### src/rtl/speech_capture_if.sv
`default_nettype none
// ============================================================================
//  Module      : speech_capture_if
//  Description : Control, sample-input and speech-RAM-write signal bundle
//                for speech_capture. The slave modport is the capture block;
//                the master modport is the surrounding system.
//  Revision    : 1.0 - initial release
// ============================================================================
interface speech_capture_if #(
  parameter int ADDR_W = 20
);
  // System -> capture block
  logic              arm;
  logic [15:0]       sample_in;
  logic              sample_valid;
  logic              result_ack;
  // Capture block -> speech RAM / recognizer
  logic [ADDR_W-1:0] speech_addr;
  logic [15:0]       speech_data;
  logic              speech_wren;
  logic              start;
  logic [ADDR_W:0]   sample_count;
  logic              full;
  logic              busy;

  modport master (
    output arm, sample_in, sample_valid, result_ack,
    input  speech_addr, speech_data, speech_wren, start, sample_count, full, busy
  );

  modport slave (
    input  arm, sample_in, sample_valid, result_ack,
    output speech_addr, speech_data, speech_wren, start, sample_count, full, busy
  );
endinterface : speech_capture_if
`default_nettype wire

### src/rtl/speech_capture.sv
`default_nettype none
// ============================================================================
//  Module      : speech_capture
//  Description : Energy-gated speech capture. Listens to a PCM stream, stores
//                samples into speech RAM, detects an utterance from per-frame
//                energy with hangover, then launches the recognizer and waits
//                for its acknowledge.
//  Revision    : 1.0 - initial release
// ============================================================================
module speech_capture #(
  parameter int          FRAME_LEN   = 256,
  parameter int          ADDR_W      = 20,
  parameter int          MAX_SAMPLES = 2**ADDR_W,
  parameter logic [23:0] ENERGY_TH   = 24'd200000,
  parameter int          HANG_FRAMES = 8,
  parameter int          MIN_FRAMES  = 4
) (
  input logic             clk,
  input logic             reset,   // asynchronous, active-low
  speech_capture_if.slave bus
);

  // --------------------------------------------------------------------------
  // Derived constants
  // --------------------------------------------------------------------------
  localparam int c_FBITS = $clog2(FRAME_LEN);
  localparam int c_ACC_W = 16 + c_FBITS;
  localparam int c_SIL_W = $clog2(HANG_FRAMES + 1);

  localparam logic [ADDR_W:0]      c_MAX       = (ADDR_W+1)'(MAX_SAMPLES);
  localparam logic [c_SIL_W-1:0]   c_HANG_LAST = c_SIL_W'(HANG_FRAMES - 1);
  localparam logic [7:0]           c_MIN       = 8'(MIN_FRAMES);
  localparam logic [31:0]          c_TH        = {8'd0, ENERGY_TH};

  localparam logic [2:0] c_ST_IDLE     = 3'd0;
  localparam logic [2:0] c_ST_LISTEN   = 3'd1;
  localparam logic [2:0] c_ST_SPEECH   = 3'd2;
  localparam logic [2:0] c_ST_DONE     = 3'd3;
  localparam logic [2:0] c_ST_WAIT_ACK = 3'd4;

  // --------------------------------------------------------------------------
  // State
  // --------------------------------------------------------------------------
  logic [2:0]          state_q,        state_d;
  logic [ADDR_W:0]     ptr_q,          ptr_d;
  logic [c_FBITS-1:0]  fcnt_q,         fcnt_d;
  logic [c_ACC_W-1:0]  acc_q,          acc_d;
  logic [c_ACC_W-1:0]  energy_q,       energy_d;
  logic                frame_end_q,    frame_end_d;
  logic [7:0]          voiced_q,       voiced_d;
  logic [c_SIL_W-1:0]  silent_q,       silent_d;
  logic [ADDR_W-1:0]   speech_addr_q,  speech_addr_d;
  logic [15:0]         speech_data_q,  speech_data_d;
  logic                speech_wren_q,  speech_wren_d;
  logic                start_q,        start_d;
  logic [ADDR_W:0]     sample_count_q, sample_count_d;
  logic                full_q,         full_d;
  logic                busy_q,         busy_d;

  // Control strobes from the state machine to the datapath
  logic                ptr_rst;    // discard stored frames, restart at address 0
  logic                clear_all;  // fresh capture session (arm edge either way)
  logic                set_full;   // capture stopped by the capacity limit

  logic                w_cap_q;    // currently capturing
  logic                w_cap_d;    // still capturing after this cycle
  logic                w_accept;   // this cycle's sample is stored
  logic                w_at_max;   // pointer has hit capacity
  logic                w_voiced;   // last completed frame exceeds threshold
  logic [14:0]         w_neg;
  logic [14:0]         w_abs;
  logic [c_ACC_W-1:0]  w_acc_sum;
  logic [ADDR_W:0]     w_ptr_base;

  assign w_cap_q  = (state_q == c_ST_LISTEN) || (state_q == c_ST_SPEECH);
  assign w_cap_d  = (state_d == c_ST_LISTEN) || (state_d == c_ST_SPEECH);
  assign w_at_max = (ptr_q == c_MAX);
  assign w_voiced = ({{(32-c_ACC_W){1'b0}}, energy_q} > c_TH);

  // A sample is stored only when capture continues through this cycle, so a
  // sample that coincides with leaving LISTEN/SPEECH is dropped.
  assign w_accept = bus.sample_valid && w_cap_q && w_cap_d;

  // Magnitude of the incoming sample; -32768 clamps to 32767 so the frame
  // sum of FRAME_LEN magnitudes always fits 16+log2(FRAME_LEN) bits.
  always_comb begin
    w_neg = 15'd0 - bus.sample_in[14:0];
    if (!bus.sample_in[15]) begin
      w_abs = bus.sample_in[14:0];
    end else if (bus.sample_in == 16'h8000) begin
      w_abs = 15'h7FFF;
    end else begin
      w_abs = w_neg;
    end
  end

  assign w_acc_sum = acc_q + {{(c_ACC_W-15){1'b0}}, w_abs};

  // Utterance state machine: arm gating, frame decisions, capacity stop, handshake.
  always_comb begin
    state_d   = state_q;
    voiced_d  = voiced_q;
    silent_d  = silent_q;
    ptr_rst   = 1'b0;
    clear_all = 1'b0;
    set_full  = 1'b0;
    case (state_q)
      c_ST_IDLE: begin
        if (bus.arm) begin
          state_d   = c_ST_LISTEN;
          clear_all = 1'b1;
        end
      end
      c_ST_LISTEN, c_ST_SPEECH: begin
        if (!bus.arm) begin
          state_d   = c_ST_IDLE;
          clear_all = 1'b1;
        end else if (w_at_max) begin
          // Capacity stop outranks any frame decision pending this cycle.
          state_d  = c_ST_DONE;
          set_full = 1'b1;
        end else if (frame_end_q) begin
          if (state_q == c_ST_LISTEN) begin
            if (w_voiced) begin
              state_d  = c_ST_SPEECH;
              voiced_d = 8'd1;
              silent_d = '0;
            end else begin
              ptr_rst = 1'b1;
            end
          end else if (w_voiced) begin
            if (voiced_q != 8'hFF) begin
              voiced_d = voiced_q + 8'd1;
            end
            silent_d = '0;
          end else if (silent_q == c_HANG_LAST) begin
            silent_d = '0;
            if (voiced_q >= c_MIN) begin
              state_d = c_ST_DONE;
            end else begin
              // Too short to be an utterance: throw it away and keep listening.
              state_d  = c_ST_LISTEN;
              voiced_d = '0;
              ptr_rst  = 1'b1;
            end
          end else begin
            silent_d = silent_q + c_SIL_W'(1);
          end
        end
      end
      c_ST_DONE: begin
        state_d = c_ST_WAIT_ACK;
      end
      c_ST_WAIT_ACK: begin
        if (bus.result_ack) begin
          state_d = c_ST_IDLE;
        end
      end
      default: begin
        state_d = c_ST_IDLE;
      end
    endcase
    if (clear_all) begin
      voiced_d = '0;
      silent_d = '0;
    end
  end

  // Sample datapath: write port, pointer, frame counter and energy accumulator.
  always_comb begin
    w_ptr_base    = ptr_rst ? '0 : ptr_q;
    ptr_d         = w_ptr_base;
    fcnt_d        = fcnt_q;
    acc_d         = acc_q;
    energy_d      = energy_q;
    frame_end_d   = 1'b0;
    speech_wren_d = 1'b0;
    speech_addr_d = speech_addr_q;
    speech_data_d = speech_data_q;
    if (clear_all) begin
      ptr_d  = '0;
      fcnt_d = '0;
      acc_d  = '0;
    end else if (w_accept) begin
      speech_wren_d = 1'b1;
      speech_addr_d = w_ptr_base[ADDR_W-1:0];
      speech_data_d = bus.sample_in;
      ptr_d         = w_ptr_base + (ADDR_W+1)'(1);
      fcnt_d        = fcnt_q + c_FBITS'(1);
      if (&fcnt_q) begin
        // Last sample of the frame: publish the total and restart the sum
        // so the next frame accumulates from zero.
        frame_end_d = 1'b1;
        energy_d    = w_acc_sum;
        acc_d       = '0;
      end else begin
        acc_d = w_acc_sum;
      end
    end
  end

  // Registered status outputs, aligned with the state they describe.
  always_comb begin
    start_d        = (state_d == c_ST_DONE);
    busy_d         = (state_d == c_ST_DONE) || (state_d == c_ST_WAIT_ACK);
    sample_count_d = (state_d == c_ST_DONE) ? ptr_q : sample_count_q;
    full_d         = full_q;
    if (set_full) begin
      full_d = 1'b1;
    end else if (clear_all && (state_d == c_ST_LISTEN)) begin
      full_d = 1'b0;
    end
  end

  // State and output registers with asynchronous active-low clear.
  always_ff @(posedge clk or negedge reset) begin
    if (!reset) begin
      state_q        <= c_ST_IDLE;
      ptr_q          <= '0;
      fcnt_q         <= '0;
      acc_q          <= '0;
      energy_q       <= '0;
      frame_end_q    <= 1'b0;
      voiced_q       <= '0;
      silent_q       <= '0;
      speech_addr_q  <= '0;
      speech_data_q  <= '0;
      speech_wren_q  <= 1'b0;
      start_q        <= 1'b0;
      sample_count_q <= '0;
      full_q         <= 1'b0;
      busy_q         <= 1'b0;
    end else begin
      state_q        <= state_d;
      ptr_q          <= ptr_d;
      fcnt_q         <= fcnt_d;
      acc_q          <= acc_d;
      energy_q       <= energy_d;
      frame_end_q    <= frame_end_d;
      voiced_q       <= voiced_d;
      silent_q       <= silent_d;
      speech_addr_q  <= speech_addr_d;
      speech_data_q  <= speech_data_d;
      speech_wren_q  <= speech_wren_d;
      start_q        <= start_d;
      sample_count_q <= sample_count_d;
      full_q         <= full_d;
      busy_q         <= busy_d;
    end
  end

  assign bus.speech_addr  = speech_addr_q;
  assign bus.speech_data  = speech_data_q;
  assign bus.speech_wren  = speech_wren_q;
  assign bus.start        = start_q;
  assign bus.sample_count = sample_count_q;
  assign bus.full         = full_q;
  assign bus.busy         = busy_q;

endmodule : speech_capture
`default_nettype wire

### src/flat_wrapper.sv
// flat-port wrapper written by rule: the top's interface ports become plain ports
module speech_capture_flat 
#(
  parameter int          FRAME_LEN   = 256,
  parameter int          ADDR_W      = 20,
  parameter int          MAX_SAMPLES = 2**ADDR_W,
  parameter logic [23:0] ENERGY_TH   = 24'd200000,
  parameter int          HANG_FRAMES = 8,
  parameter int          MIN_FRAMES  = 4
)
  (clk, reset, bus_arm, bus_sample_in, bus_sample_valid, bus_result_ack, bus_speech_addr, bus_speech_data, bus_speech_wren, bus_start, bus_sample_count, bus_full, bus_busy);
  speech_capture_if #(.ADDR_W(ADDR_W)) bus_i ();
  input logic clk;
  input logic reset;
  input wire logic [$bits(bus_i.arm)-1:0] bus_arm;
  input wire logic [$bits(bus_i.sample_in)-1:0] bus_sample_in;
  input wire logic [$bits(bus_i.sample_valid)-1:0] bus_sample_valid;
  input wire logic [$bits(bus_i.result_ack)-1:0] bus_result_ack;
  output wire logic [$bits(bus_i.speech_addr)-1:0] bus_speech_addr;
  output wire logic [$bits(bus_i.speech_data)-1:0] bus_speech_data;
  output wire logic [$bits(bus_i.speech_wren)-1:0] bus_speech_wren;
  output wire logic [$bits(bus_i.start)-1:0] bus_start;
  output wire logic [$bits(bus_i.sample_count)-1:0] bus_sample_count;
  output wire logic [$bits(bus_i.full)-1:0] bus_full;
  output wire logic [$bits(bus_i.busy)-1:0] bus_busy;
  assign bus_i.arm = bus_arm;
  assign bus_i.sample_in = bus_sample_in;
  assign bus_i.sample_valid = bus_sample_valid;
  assign bus_i.result_ack = bus_result_ack;
  assign bus_speech_addr = bus_i.speech_addr;
  assign bus_speech_data = bus_i.speech_data;
  assign bus_speech_wren = bus_i.speech_wren;
  assign bus_start = bus_i.start;
  assign bus_sample_count = bus_i.sample_count;
  assign bus_full = bus_i.full;
  assign bus_busy = bus_i.busy;
  speech_capture #(.FRAME_LEN(FRAME_LEN), .ADDR_W(ADDR_W), .MAX_SAMPLES(MAX_SAMPLES), .ENERGY_TH(ENERGY_TH), .HANG_FRAMES(HANG_FRAMES), .MIN_FRAMES(MIN_FRAMES)) u_core (.clk(clk), .reset(reset), .bus(bus_i));
endmodule
### config.mk
export PLATFORM = sky130hd
export DESIGN_NAME = speech_capture_flat
export DESIGN_NICKNAME = d
export VERILOG_FILES = /design/src/rtl/speech_capture_if.sv /design/src/rtl/speech_capture.sv /design/src/flat_wrapper.sv
export SDC_FILE = /design/constraint.sdc
export NUM_CORES = 1
export LEC_CHECK = 0
export ABC_AREA = 1
export BUFFER_PORTS_ARGS = -buffer_cell sky130_fd_sc_hd__buf_2
export CAP_MARGIN = 15
export CORE_ASPECT_RATIO = 0.7
export CORE_MARGIN = 4
export CORE_UTILIZATION = 58
export CTS_CLUSTER_SIZE = 12
export DETAILED_ROUTE_END_ITERATION = 6
export PLACE_DENSITY = 0.78
export SLEW_MARGIN = 20
export SYNTH_ARGS = -nofsm -noshare
export SYNTH_HDL_FRONTEND = slang
export SYNTH_SLANG_ARGS = --single-unit
### constraint.sdc
create_clock -name clk -period 7.55 [get_ports clk]
set_input_delay 0 -clock clk [delete_from_list [all_inputs] [get_ports clk]]
set_output_delay 0 -clock clk [all_outputs]
set_load 0.02 [all_outputs]
# Yosys cells after proc, flatten, opt, wreduce, memory -nomap -nowiden

Index checks and enable logic that the tools add are counted.

Memory bits (writable): 0
Logic and storage cells: 122
ROM bits: 0
Bits of input ports: 21
Register bits after elaboration: 154
Bits in latches: 0
Memories: 0

Muxes and demuxes: 63
Divide/modulo/power cells: 0
Reductions and logical operators: 19
Bitwise logic cells: 1
Multiply operators: 0
Order comparisons: 2
Equal/unequal tests: 16
Add/sub/neg operators: 6
Shift-type cells: 0

Operator list:

| kind                  | count |
|---|---|
| $mux 8                | 13 |
| $mux 24               | 3 |
| $mux 21               | 3 |
| $mux 4                | 9 |
| $mux 15               | 2 |
| $mux 3                | 9 |
| $add 24x15->24        | 1 |
| $gt 24x18->1 const B  | 1 |
| $add 21x1->21 const B | 1 |
| $eq 21x21->1 const B  | 1 |
| $mux 1                | 21 |
| $add 8x1->8 const B   | 2 |
| $eq 16x16->1 const B  | 1 |
| $reduce_and 8->1      | 2 |
| $sub 1x15->15 const A | 1 |
| $eq 3x2->1 const B    | 4 |
| $pmux 3 s4            | 1 |
| $reduce_and 10->1     | 1 |
| $reduce_bool 2->1     | 5 |
| $ge 8x3->1 const B    | 1 |
| $ne 8x8->1 const B    | 1 |
| $eq 3x1->1 const B    | 2 |
| $eq 3x3->1 const B    | 2 |
| $ne 3x1->1 const B    | 2 |
| other kinds (14)      | 18 |

# Logic depth before layout (Yosys ltp)

Gate-level depths: netlist (run 1).

Depth after elaboration: 14
Depth in mapped cells: 26
Mapped depth without buffers: 25

# Least setup slack after synthesis (run 1)

Ideal clock, no wire load.

Path type: input-to-reg
Start point: input bus_sample_in[0]
End point: register u_core.energy_q[10]
Stages on the path: 24
Setup slack: 4.432 ns
Arrival time: 3.053 ns
Required time: 7.485 ns
Cell sequence: inv_1 -> ha_1 -> inv_1 -> nor3_1 -> inv_1 -> nor2_1 -> inv_1 -> nor3_1 -> nand4_1 -> clkbuf_1 -> nand2_1 -> ha_1 -> inv_1 -> fa_1 -> inv_1 -> nand3_1 -> nand2_1 -> nand2_1 -> o21ai_0 -> a31oi_1 -> o21ai_0 -> xor2_1 -> nand2_1 -> nand2_1

Cells in the longest elaborated chain, start to end: 4

RTL lines:

| element                                              | RTL line                                   | source |
|---|---|---|
| from (decl)                                          | flat_wrapper.sv:16                         | `input wire logic [$bits(bus_i.sample_in)-1:0] bus_sample_in;` |
| $sub 1x15->15 / $eq 16x16->1 (equally long branches) | speech_capture.sv:87, speech_capture.sv:90 |  |
| $mux 15                                              | speech_capture.sv:90                       | `end else if (bus.sample_in == 16'h8000) begin` |
| $mux 15 (*)                                          | speech_capture.sv:88                       | `if (!bus.sample_in[15]) begin` |
| $add 24x15->24 (*)                                   | speech_capture.sv:97                       | `assign w_acc_sum = acc_q + {{(c_ACC_W-15){1'b0}}, w_abs};` |
| to (signal assigned)                                 | speech_capture.sv:238                      | `energy_q <= energy_d;` |
| to (decl)                                            | speech_capture.sv:48                       | `logic [c_ACC_W-1:0] energy_q, energy_d;` |

Every way passes the cells marked *; elsewhere a longest branch is shown, timed or not.
A chain may end at the register's enable or synchronous reset.

# Worst setup path after layout (run 1)

Same ends and word-level chain as after synthesis.

==> impl_results.md, run 1 <==
- End of the critical path: u_core.energy_q[10]$_DFFE_PN0P_
- Maximum buffer depth of the clock tree: 2
- R2r startpoint: u_core.energy_q[19]$_DFFE_PN0P_
- Worst Tran Pin Value: around 1100 ps
- CP startpoint kind: input pin
- Relative slew slack: between 20% and 30%
- Die area: ~0.017 sq mm
- Die Span Y: around 110 um
- IO buf count: 81
- Clk Latency, worst-skew pair: approximately 430 ps
- H-tree levels: 4
- Synth Instances: 1,133
- Worst path required time: slightly below 8000 ps
- Critical Path Source: bus_sample_in[0]
- Net switching power figure: between 800 and 900 uW
- # DRC: 0
- RSZ-0062 raised after global routing: false
- # IOs: slightly above 80
- Clock group share of total power: 34.9%
- R2R Setup Slk: 3570 ps
- GR Overflow Total: 0
- Largest net degree at the start of global routing: 114
- MaxCap Viol Count: 0
- CTS root buf: clkbuf_16
- Final setup fails: 0
- Main synth FF type: dfrtp_1
- Post-DR vias/cell: 5.46
- Commonest cells in the synthesized netlist: 363 x nand2_1, 154 x dfrtp_1, 114 x nor2_1, 107 x inv_1, 96 x nand3_1
- Worst vdd ir: around 0.00023 V
- First DRT Iteration DRCs: 961
- Synth warn: 0
- Clock slew at reported path FFs: 60 ps
- Cell variety after synth: 37
- Placer congestion estimate: ~1
- Total chip power: approximately 2.5 mW
- Synth Register Bits: around 150
- Cell area power density: around 260 mW/mm^2
- Sequential fraction of the synthesis area: between 40% and 50%
- Synth area leader: dfrtp_1
- Starting Density: between 60% and 70%
- WL/cell: about 15 um
- Post-synthesis cell area: 0.00851 sq mm
- Pleak: slightly above 5 nW
- Seq. cell area: just under 0.004 sq mm
- Synth-to-Final Area Change: 14.5%
- Sw Share: around a third
- Most frequent cell after synthesis: nand2_1
- First-pass GRT wire length: approximately 36,000 um
- Routed WL: roughly 22,000 um
- Synthesized net count: about 1,200
- Async S/R FF share, synth: between 90% and 100%
- CP Max Fanout: 11
- Footprint of the multi-input gates: 0.00402 sq mm
- Total number of vias: about 7,800
- Area contributors post-synth: dfrtp_1 45%, nand2_1 16%, nand3_1 5.6%, o21ai_0 5.1%, nor2_1 5.0%
- Fin. Hold Viols: 0
- Fill cells: about 1,100
- FMAX: between 200 and 250 MHz
- Num CTS Buffers: 17
- Post-Syn Area per Cell: ~7.5 sq um
- Initial antenna violation count: 0
- Status: finished, final reports clean
- Fin Setup TNS: 0 ps
- Antenna Cells: 0
- Nets@finish: about 1,300
- Place WS: roughly 3600 ps
- Hold/Removal Path Class: in -> reg
- Comb power frac: 24.0%
- Worst R2R Path Depth: 14
- Util after Layout: slightly below 70%
- Overall global routing resource usage: 26.9%
- Setup WS post-layout: ~3300 ps
- Sequential power share: roughly 40%
- Clock skew: ~11 ps
- Post-synth EDFFs: 0
- Crit. End Element: flip-flop
- First-pass iteration count of the detailed router: 6
- Final HPWL DP: 14,900 um
- Antenna viol nets, final: 0
- Die W: between 150 and 200 um
- Core ar.: around 0.014 sq mm
- Worst EP arrival: roughly 4600 ps
- Top cell type's share of synthesized area: between 40% and 50%
- # rows: 36
- Worst R2R End: u_core.acc_q[1]$_DFFE_PN0P_
- CTS tree: yes
- Internal power: around 1.6 mW
- Final Critical Period: roughly 4200 ps
- CTS sink count: approximately 150
- Final Max Tran Viols: 0
- Share of layout cells above drive strength 1: around an eighth
- CP Class: in -> reg
- Period utilization: 55.8%
- Vias in the first global route: 7,164
-- layout by cell type (no fill, tap or decap), types with 5 or more instances in the layout --
cell / n
nand2_1: 363
nand4_1: 11
clkbuf_16: 17
nor2_2: 8
dlygate4sd3_1: 17
a21oi_1: 24
nand3_1: 96
o21ai_1: 8
nand2_2: 5
o31ai_1: 5
xor2_1: 27
nor2_1: 114
o21ai_0: 86
nor3_1: 13
inv_1: 107
or2_2: 7
dfrtp_1: 154
xnor2_1: 13
ha_1: 21
a31oi_1: 5
buf_2: 80
-- routing by layer --
layer	vias up	routed length (um)	GRT usage (%)
met4	0	312	7.12
met1	3568	10200	40.3
met5	-	0	0
met3	28	2410	8.42
li1	3796	-	-
met2	364	8830	37.9
-- sequential cells by signal (all words and copies together), names as in the netlist, 3 cells and up --
register and cells:
u_core.energy_q 24, u_core.state_q 3, u_core.ptr_q 21, u_core.bus.speech_data 16
u_core.fcnt_q 8, u_core.bus.sample_count 21, u_core.silent_q 4, u_core.acc_q 24
u_core.voiced_q 8, u_core.bus.speech_addr 20
-- cell families after synthesis --
| family | count (synthesis) | share of synthesized area [%] |
|---|---|---|
| AO/OA/AOI/OAI | 142 | 8.92 |
| buffers and inverters | 148 | 7.53 |
| XOR/XNOR | 40 | 4.12 |
| adder cells (fa/ha/maj) | 22 | 3.32 |
| AND/OR/NAND/NOR | 627 | 30.8 |
| flip-flops | 154 | 45.3 |
-- layout make-up --
type	count	share of cell area, %
clock buffers	20	4.69
clock inverters	12	1.44
inverters	111	4.28
multi-input cells	831	41.3
flip-flops and latches	154	39.6
well taps	190	2.44
repair buffers	102	6.28
-- worst min path at each step --
stage / from / depth (start not counted) / end
2_1_floorplan: reset / 0 / u_core.acc_q[0]$_DFFE_PN0P_
4_1_cts: bus_arm / 6 / u_core.bus.full$_DFFE_PN0P_
6_report: bus_arm / 6 / u_core.bus.full$_DFFE_PN0P_
5_1_grt: bus_arm / 3 / u_core.bus.full$_DFFE_PN0P_
3_5_place_dp: reset / 1 / u_core.bus.sample_count[6]$_DFFE_PN0P_
3_3_place_gp: reset / 1 / u_core.bus.sample_count[12]$_DFFE_PN0P_
-- critical path, stage by stage --
cell           delay, ps
dlygate4sd3_1        530
buf_2                130
inv_1                100
ha_1                 160
inv_1                 50
nor3_1               200
inv_1                 90
nor2_1               120
inv_1                 70
nor3_1               260
nand4_1              440
nand2_1              250
ha_1                 190
inv_1                 50
fa_1                 400
inv_1                 70
nand3_1               60
nand2_1              100
nand2_1               90
o21ai_0              380
a31oi_1              190
o21ai_0              240
xor2_1               220
nand2_1               80
nand2_1              100
-- power groups by stage --
stage                     logic, mW  clock network (mW)  registers, mW
after floorplan               0.304                   0           1.10
after global placement        0.572                   0           1.03
after detailed placement      0.586                   0           1.03
after CTS                     0.594               0.877           1.02
after global routing          0.664               0.919           1.04
final                         0.597               0.870           1.02
-- timing repair --
action                                 in CTS  in global routing
endpoints found under the hold margin     102                  0
resized for setup                           0                  0
setup buffers                               0                  0
hold buffers                               17                  0
-- stage by stage --
step / instances / cell area, sq um / hold WS (ps)
detailed placement: 1371 / 8970 / 119
finish: 1420 / 9740 / 21.7
global placement: 1371 / 8970 / 109
global route: 1420 / 9740 / 61.0
floorplan: 1133 / 8510 / -296
CTS: 1420 / 9740 / 13.6
No activity file was read; power rests on OpenSTA's default activity.
==> run 2, diff against run 1 <==
--- a/config.mk
+++ b/config.mk
@@ -10,10 +10,10 @@
 export CAP_MARGIN = 15
 export CORE_ASPECT_RATIO = 0.7
 export CORE_MARGIN = 4
-export CORE_UTILIZATION = 58
+export CORE_UTILIZATION = 54
 export CTS_CLUSTER_SIZE = 12
 export DETAILED_ROUTE_END_ITERATION = 6
-export PLACE_DENSITY = 0.78
+export PLACE_DENSITY = 0.77
 export SLEW_MARGIN = 20
 export SYNTH_ARGS = -nofsm -noshare
 export SYNTH_HDL_FRONTEND = slang
==> constraint.sdc (replaced) <==
create_clock -name clk -period 3.7 [get_ports clk]
set_input_delay 0 -clock clk [delete_from_list [all_inputs] [get_ports clk]]
set_output_delay 0 -clock clk [all_outputs]
set_load 0.02 [all_outputs]
==> run 2 against run 1 <==
Compared with the run above:
- worst hold slack gained 120 ps
- setup slack worse by 3000 ps
- clock-buffer cell count shrank 2
- final area rose by 1.7%
- critical path depth is 1 higher
- sequential share of layout area fell by 0.65 points
- register-to-register slack worse by 3100 ps
- total power increased by 110%
- combinational power grew 110%
- core utilization down 4.8 points
- die area grew 6.9%
==> impl_results.md, run 2 (synthesis gave the netlist of run 1 again) <==
- # IOs: 82 (unchanged)
- RSZ-0062 raised after global routing: false (unchanged)
- Clock skew: 12.6 ps (was 10.9 ps)
- Worst EP arrival: 3690 ps (was 4580 ps)
- R2R Setup Slk: 520 ps (was 3570 ps)
- Met2 wire length: 8410 um (was 8830 um)
- Die Span Y: 113 um (was 109 um)
- Final Max Tran Viols: 0 (unchanged)
- CP startpoint kind: input pin (unchanged)
- Total chip power: 5.12 mW (was 2.49 mW)
- Total number of vias: 7,722 (was 7,756)
- Post-route insts no fill: 1,443 (was 1,420)
- Nets@finish: 1,273 (was 1,260)
- IO buf count: 81 (unchanged)
- CTS sink count: 154 (unchanged)
- WL/cell: 14.7 um (was 15.3 um)
- Routed WL: 21,300 um (was 21,800 um)
- Crit. End Element: flip-flop (unchanged)
- GR Overflow Total: 0 (unchanged)
- Setup WS post-layout: 373 ps (was 3340 ps)
- Status: finished, final reports clean (unchanged)
- Antenna Cells: 0 (unchanged)
- Clock slew at reported path FFs: 60 ps (about the same)
- Worst path required time: 4060 ps (was 7920 ps)
- Worst R2R Path Depth: 17 (was 14)
- Period utilization: 89.9%
- Place WS: 258 ps (was 3570 ps)
- Fin. Hold Viols: 0 (unchanged)
- Pleak: 5.17 nW (was 5.08 nW)
- First-pass GRT wire length: 35,800 um (was 36,000 um)
- R2r startpoint: u_core.energy_q[13]$_DFFE_PN0P_ (was u_core.energy_q[19]$_DFFE_PN0P_)
- Crit-path most repeated cell: inv_1 (unchanged)
- Most frequent cells in the layout: 363 x nand2_1, 154 x dfrtp_1, 114 x nor2_1 (unchanged)
- MaxCap Viol Count: 0 (unchanged)
- First DRT Iteration DRCs: 712 (was 961)
- CTS root buf: clkbuf_16 (unchanged)
- Placer congestion estimate: 0.991 (was 0.984)
- Die W: 158 um (was 153 um)
- Share of layout cells above drive strength 1: 13.0% (was 11.6%)
- WL met1: 10,600 um (was 10,200 um)
- Crit path max-delay cell type: dlygate4sd3_1 (unchanged)
- Final HPWL DP: 15,100 um (was 14,900 um)
- Largest net degree at the start of global routing: 91 (was 114)
- Worst path max stage delay: 530 ps (about the same)
- Hold/Removal Path Class: in -> async (was in -> reg)
- Num CTS Buffers: 17 (unchanged)
- First-pass iteration count of the detailed router: 6 (unchanged)
- CP Max Fanout: 11 (unchanged)
- Worst R2R End: u_core.ptr_q[14]$_DFF_PN0_ (was u_core.acc_q[1]$_DFFE_PN0P_)
- Largest registers: u_core.acc_q x24, u_core.energy_q x24 (unchanged)
- Inst Count DP: 1,393 (was 1,371)
- CP delay by family, top: buffers and inverters (was simple AND/OR/NAND/NOR gates)
- Cell area power density: 517 mW/mm^2 (was 255 mW/mm^2)
- CTS tree: yes (unchanged)
- # rows: 38 (was 36)
- Antenna viol nets, final: 0 (unchanged)
- Synth-to-Final Area Change: 16.4% (was 14.5%)
- Routed wl met3: 2140 um (was 2410 um)
- FMAX: between 300 and 400 MHz
- Initial antenna violation count: 0 (unchanged)
- Die area: 0.0179 sq mm (was 0.0167 sq mm)
- Starting Density: 55.1% (was 60.2%)
- Vias in the first global route: 7,106 (was 7,164)
- Post-CTS setup buffers: 0 (unchanged)
- H-tree levels: 4 (unchanged)
- CP Class: in -> reg (unchanged)
- Worst Tran Pin Value: 696 ps (was 1060 ps)
- Most common cell after layout, fill and taps aside: nand2_1 (unchanged)
- Final setup fails: 0 (unchanged)
- CP Buf/Inv Count: 9 (was 8)
- Relative slew slack: 53.6% (was 29.5%)
- Post-layout instance area: 0.00990 sq mm (was 0.00974 sq mm)
- # DRC: 0 (unchanged)
- Fin Setup TNS: 0 ps (unchanged)
- Critical Path Source: bus_sample_in[0] (unchanged)
- Top Layer Used: met4 (unchanged)
- Maximum buffer depth of the clock tree: 2 (unchanged)
- Cell Area, Placed: 0.00909 sq mm (was 0.00897 sq mm)
- Post-DR vias/cell: 5.35 (was 5.46)
- Core ar.: 0.0155 sq mm (was 0.0141 sq mm)
- Overall global routing resource usage: 25.2% (was 26.9%)
- Clk Latency, worst-skew pair: 440 ps (was 430 ps)
- Worst vdd ir: 0.000478 V (was 0.000226 V)
- Final Critical Period: approximately 3300 ps
==> run 2: cell types whose count changed in the layout (fill, tap and decap cells not counted), moves of 2 or more <==
cell,change
inv_8,+2
o21ai_0,-2
nor3_2,+2
a21oi_2,+2
a21oi_1,-2
buf_4,+11
clkinv_2,-2
o21ai_1,+2
nor3_1,-2
inv_6,+4
clkinvlp_4,-2
==> run 2: per-layer routing <==
layer	GRT usage, %	vias up
met4	6.08	0
met2	33.0	303
met3	8.49	19
met5	0	-
li1	-	3819
met1	39.9	3581
==> run 2: worst max-delay path by stage <==
stage                                       to  cells past startpoint
2_1_floorplan  u_core.energy_q[10]$_DFFE_PN0P_                     24
3_3_place_gp   u_core.energy_q[10]$_DFFE_PN0P_                     25
3_5_place_dp      u_core.acc_q[10]$_DFFE_PN0P_                     25
4_1_cts           u_core.acc_q[10]$_DFFE_PN0P_                     26
5_1_grt           u_core.acc_q[22]$_DFFE_PN0P_                     25
6_report          u_core.acc_q[10]$_DFFE_PN0P_                     26
==> run 2: worst register-to-register path, cell delays in order (launching register included) <==
cell and delay (ps):
dfrtp_1 380, nor2_1 140, nand2_1 80, nor2_2 200
nand3_1 110, nand2_2 130, nand2_2 110, nand2_2 80
inv_1 200, nor2_2 240, ha_1 340, nand4_1 160
nor2_1 320, nand3_1 220, xnor2_1 190, nand2_1 70
nand2_1 60, nor2_1 40
==> run 2: report_power, final <==
| group | internal, mW | switching, mW |
|---|---|---|
| Clock | 1.04 | 0.768 |
| Sequential | 1.91 | 0.167 |
| Combinational | 0.403 | 0.831 |
| Total | 3.35 | 1.77 |
==> run 2: per-stage QoR <==
step	hold slack [ps]	utilization, %
2_1_floorplan	-296	-
3_3_place_gp	74.1	58.8
6_report	137	64.1
5_1_grt	220	64.1
3_5_place_dp	69.2	58.8
4_1_cts	170	63.9
==> run 2: cell type report <==
type	count	area, sq um
clock inverters	14	173
well taps	200	250
flip-flops and latches	154	3850
repair buffers	115	724
inverters	111	417
multi-input cells	831	4050
clock buffers	18	439
fillers	1306	5550
==> run 2: what timing repair did <==
item / CTS / global route
endpoints found under the setup margin: 0 / 21
hold endpoints to repair: 91 / 0
hold buffers: 18 / 0
resized for setup: 0 / 8
==> run 3, diff against run 2 <==
--- a/config.mk
+++ b/config.mk
@@ -13,6 +13,7 @@
 export CORE_UTILIZATION = 54
 export CTS_CLUSTER_SIZE = 12
 export DETAILED_ROUTE_END_ITERATION = 6
+export MAX_ROUTING_LAYER = met4
 export PLACE_DENSITY = 0.77
 export SLEW_MARGIN = 20
 export SYNTH_ARGS = -nofsm -noshare
==> run 3 against run 2 <==
Compared with the run above:
- final cell count is the same
- largest power group unchanged
- critical path type unchanged
- wire length is 3.5% higher
- worst hold slack better by 16 ps
- combinational power about the same
- critical endpoint unchanged
- total power fell by 0.55%
- clock-buffer cell count unchanged
- clock power about the same
- core utilization is 0.16 points lower
==> impl_results.md, run 3 (synthesis gave the netlist of run 1 again) <==
- Status: finished, final reports clean (unchanged)
- First-pass iteration count of the detailed router: 6 (unchanged)
- Synth-to-Final Area Change: 16.1% (was 16.4%)
- Post-DR vias/cell: 5.40 (was 5.35)
- Relative slew slack: 39.4% (was 53.6%)
- Antenna Cells: 0 (unchanged)
- Final HPWL DP: 15,800 um (was 15,100 um)
- Cell area power density: 515 mW/mm^2 (was 517 mW/mm^2)
- Sw Share: 35.4% (was 34.5%)
- Worst vdd ir: 0.000455 V (was 0.000478 V)
- RSZ-0062 raised after global routing: false (unchanged)
- Most common cell after layout, fill and taps aside: nand2_1 (unchanged)
- FMAX: 297 MHz (was 301 MHz)
- CP Max Fanout: 5 (was 11)
- Final Max Tran Viols: 0 (unchanged)
- Util after Layout: 63.9% (was 64.1%)
- Die area: 0.0179 sq mm (unchanged)
- Largest net degree at the start of global routing: 113 (was 91)
- Nets@finish: 1,273 (unchanged)
- GR Overflow Total: 0 (unchanged)
- CTS sink count: 154 (unchanged)
- CTS tree: yes (unchanged)
- Sequential power share: 40.8% (was 40.6%)
- Hold/Removal Path Class: in -> reg (was in -> async)
- # DRC: 0 (unchanged)
- MaxCap Viol Count: 0 (unchanged)
- Footprint of the multi-input gates: 0.00404 sq mm (was 0.00405 sq mm)
- CP Class: in -> reg (unchanged)
- Clk Latency, worst-skew pair: 430 ps (was 440 ps)
- Overall global routing resource usage: 26.4% (was 25.2%)
- Fin Hold WS: 153 ps (was 137 ps)
- First-pass GRT wire length: 36,800 um (was 35,800 um)
- Total number of vias: 7,786 (was 7,722)
- IO buf count: 81 (unchanged)
- Comb power frac: 24.3% (was 24.1%)
- Period utilization: 90.9% (was 89.9%)
- Routed WL: 22,000 um (was 21,300 um)
- # rows: 38 (unchanged)
- WL/cell: 15.3 um (was 14.7 um)
- Largest registers: u_core.acc_q x24, u_core.energy_q x24 (unchanged)
- R2R Setup Slk: 480 ps (was 520 ps)
- Placer congestion estimate: 0.974 (was 0.991)
- Clock slew at reported path FFs: 60 ps (about the same)
- Starting Density: 55.1% (unchanged)
- Antenna viol nets, final: 0 (unchanged)
- H-tree levels: 4 (unchanged)
- CP startpoint kind: input pin (unchanged)
- Num CTS Buffers: 17 (unchanged)
- # IOs: 82 (unchanged)
- Worst Tran Pin Value: 908 ps (was 696 ps)
- Initial antenna violation count: 0 (unchanged)
- Worst EP arrival: 3730 ps (was 3690 ps)
- CTS root buf: clkbuf_16 (unchanged)
- Die Span Y: 113 um (unchanged)
- Final Critical Period: 3370 ps (was 3330 ps)
- Final setup fails: 0 (unchanged)
- Die W: 158 um (unchanged)
- Fill cells: 1,329 (was 1,306)
- Net switching power figure: 1.80 mW (was 1.77 mW)
- Internal power: 3.29 mW (was 3.35 mW)
- Fin Setup TNS: 0 ps (unchanged)
- Fin. Hold Viols: 0 (unchanged)
- Crit. End Element: flip-flop (unchanged)
- Share of layout cells above drive strength 1: 12.8% (was 13.0%)
- Worst path required time: 4060 ps (about the same)
- Pleak: 5.15 nW (was 5.17 nW)
- Core ar.: 0.0155 sq mm (unchanged)
- Maximum buffer depth of the clock tree: 2 (unchanged)
- Most frequent cells in the layout: 363 x nand2_1, 154 x dfrtp_1, 114 x nor2_1 (unchanged)
- Clock skew: 11.5 ps (was 12.6 ps)
- Seq. cell area: 0.00385 sq mm (unchanged)
- Vias in the first global route: 7,218 (was 7,106)
- First DRT Iteration DRCs: 650 (was 712)
- Clock group share of total power: 34.9% (was 35.3%)
run 3: cell count changes in the layout (fill, tap and decap cells not counted), sizes merged:
cell,delta
inv,-1
bufinv,-1
clkinvlp,+2
clkbuf,+1
buf,-1
run 3: metrics by stage:
stage	area [sq um]	total power, mW	instances	setup WS [ps]
final	9880	5.09	1443	335
after global routing	9880	5.36	1443	12.8
after CTS	9850	5.09	1441	59.3
after detailed placement	9070	3.30	1391	34.9
after global placement	9070	3.28	1391	98.4
after floorplan	8510	2.87	1133	582
run 3: power by group through the flow:
| stage | clock network, mW | logic [mW] | registers, mW |
|---|---|---|---|
| after floorplan | 0 | 0.621 | 2.25 |
| after global placement | 0 | 1.19 | 2.09 |
| after detailed placement | 0 | 1.21 | 2.09 |
| after CTS | 1.79 | 1.23 | 2.07 |
| after global routing | 1.88 | 1.38 | 2.11 |
| final | 1.78 | 1.24 | 2.08 |
run 3: final cells by class:
type,instances,area share (%)
repair buffers,115,7.36
multi-input cells,831,40.9
well taps,200,2.53
clock buffers,18,4.45
inverters,111,4.22
flip-flops and latches,154,39.0
clock inverters,14,1.57
run 3: metal layers:
layer  track usage [%]  share of wire, %  vias up
met4              5.28              0.66        0
met1              41.7                50     3649
li1                  -                 -     3825
met3              6.61               9.5       16
met5                 -                 0        -
met2              34.2                40      296
run 3: critical path: stages:
cell and delay (ps):
dlygate4sd3_1 530, buf_2 150, nor3_1 240, inv_1 80
nor2_1 120, nand3_1 120, nor4_1 280, and3_1 290
o22ai_1 160, fa_1 450, inv_1 70, nand3_1 60
nand2_1 120, nand2_1 100, o21ai_1 220, a31oi_1 150
o21ai_0 230, xor2_1 200, nand2_1 80, nand2_1 60
run 3: what timing repair did:
action	CTS	global route
gates resized for setup	0	4
hold endpoints to repair	128	0
buffers inserted	0	2
setup endpoints to repair	0	28
hold buffers	18	0
run 3: final timing paths:
check | from | end | depth (start not counted)
worst min-delay path | bus_sample_in[0] | u_core.acc_q[0]$_DFFE_PN0P_ | 6
max in group asynchronous | reset | u_core.ptr_q[19]$_DFF_PN0_ | 3
worst max-delay path | bus_sample_in[3] | u_core.acc_q[10]$_DFFE_PN0P_ | 20
worst min register to register | u_core.energy_q[13]$_DFFE_PN0P_ | u_core.energy_q[13]$_DFFE_PN0P_ | 2
min in group asynchronous | reset | u_core.bus.sample_count[12]$_DFFE_PN0P_ | 2
worst max register to register | u_core.energy_q[15]$_DFFE_PN0P_ | u_core.ptr_q[14]$_DFF_PN0_ | 17
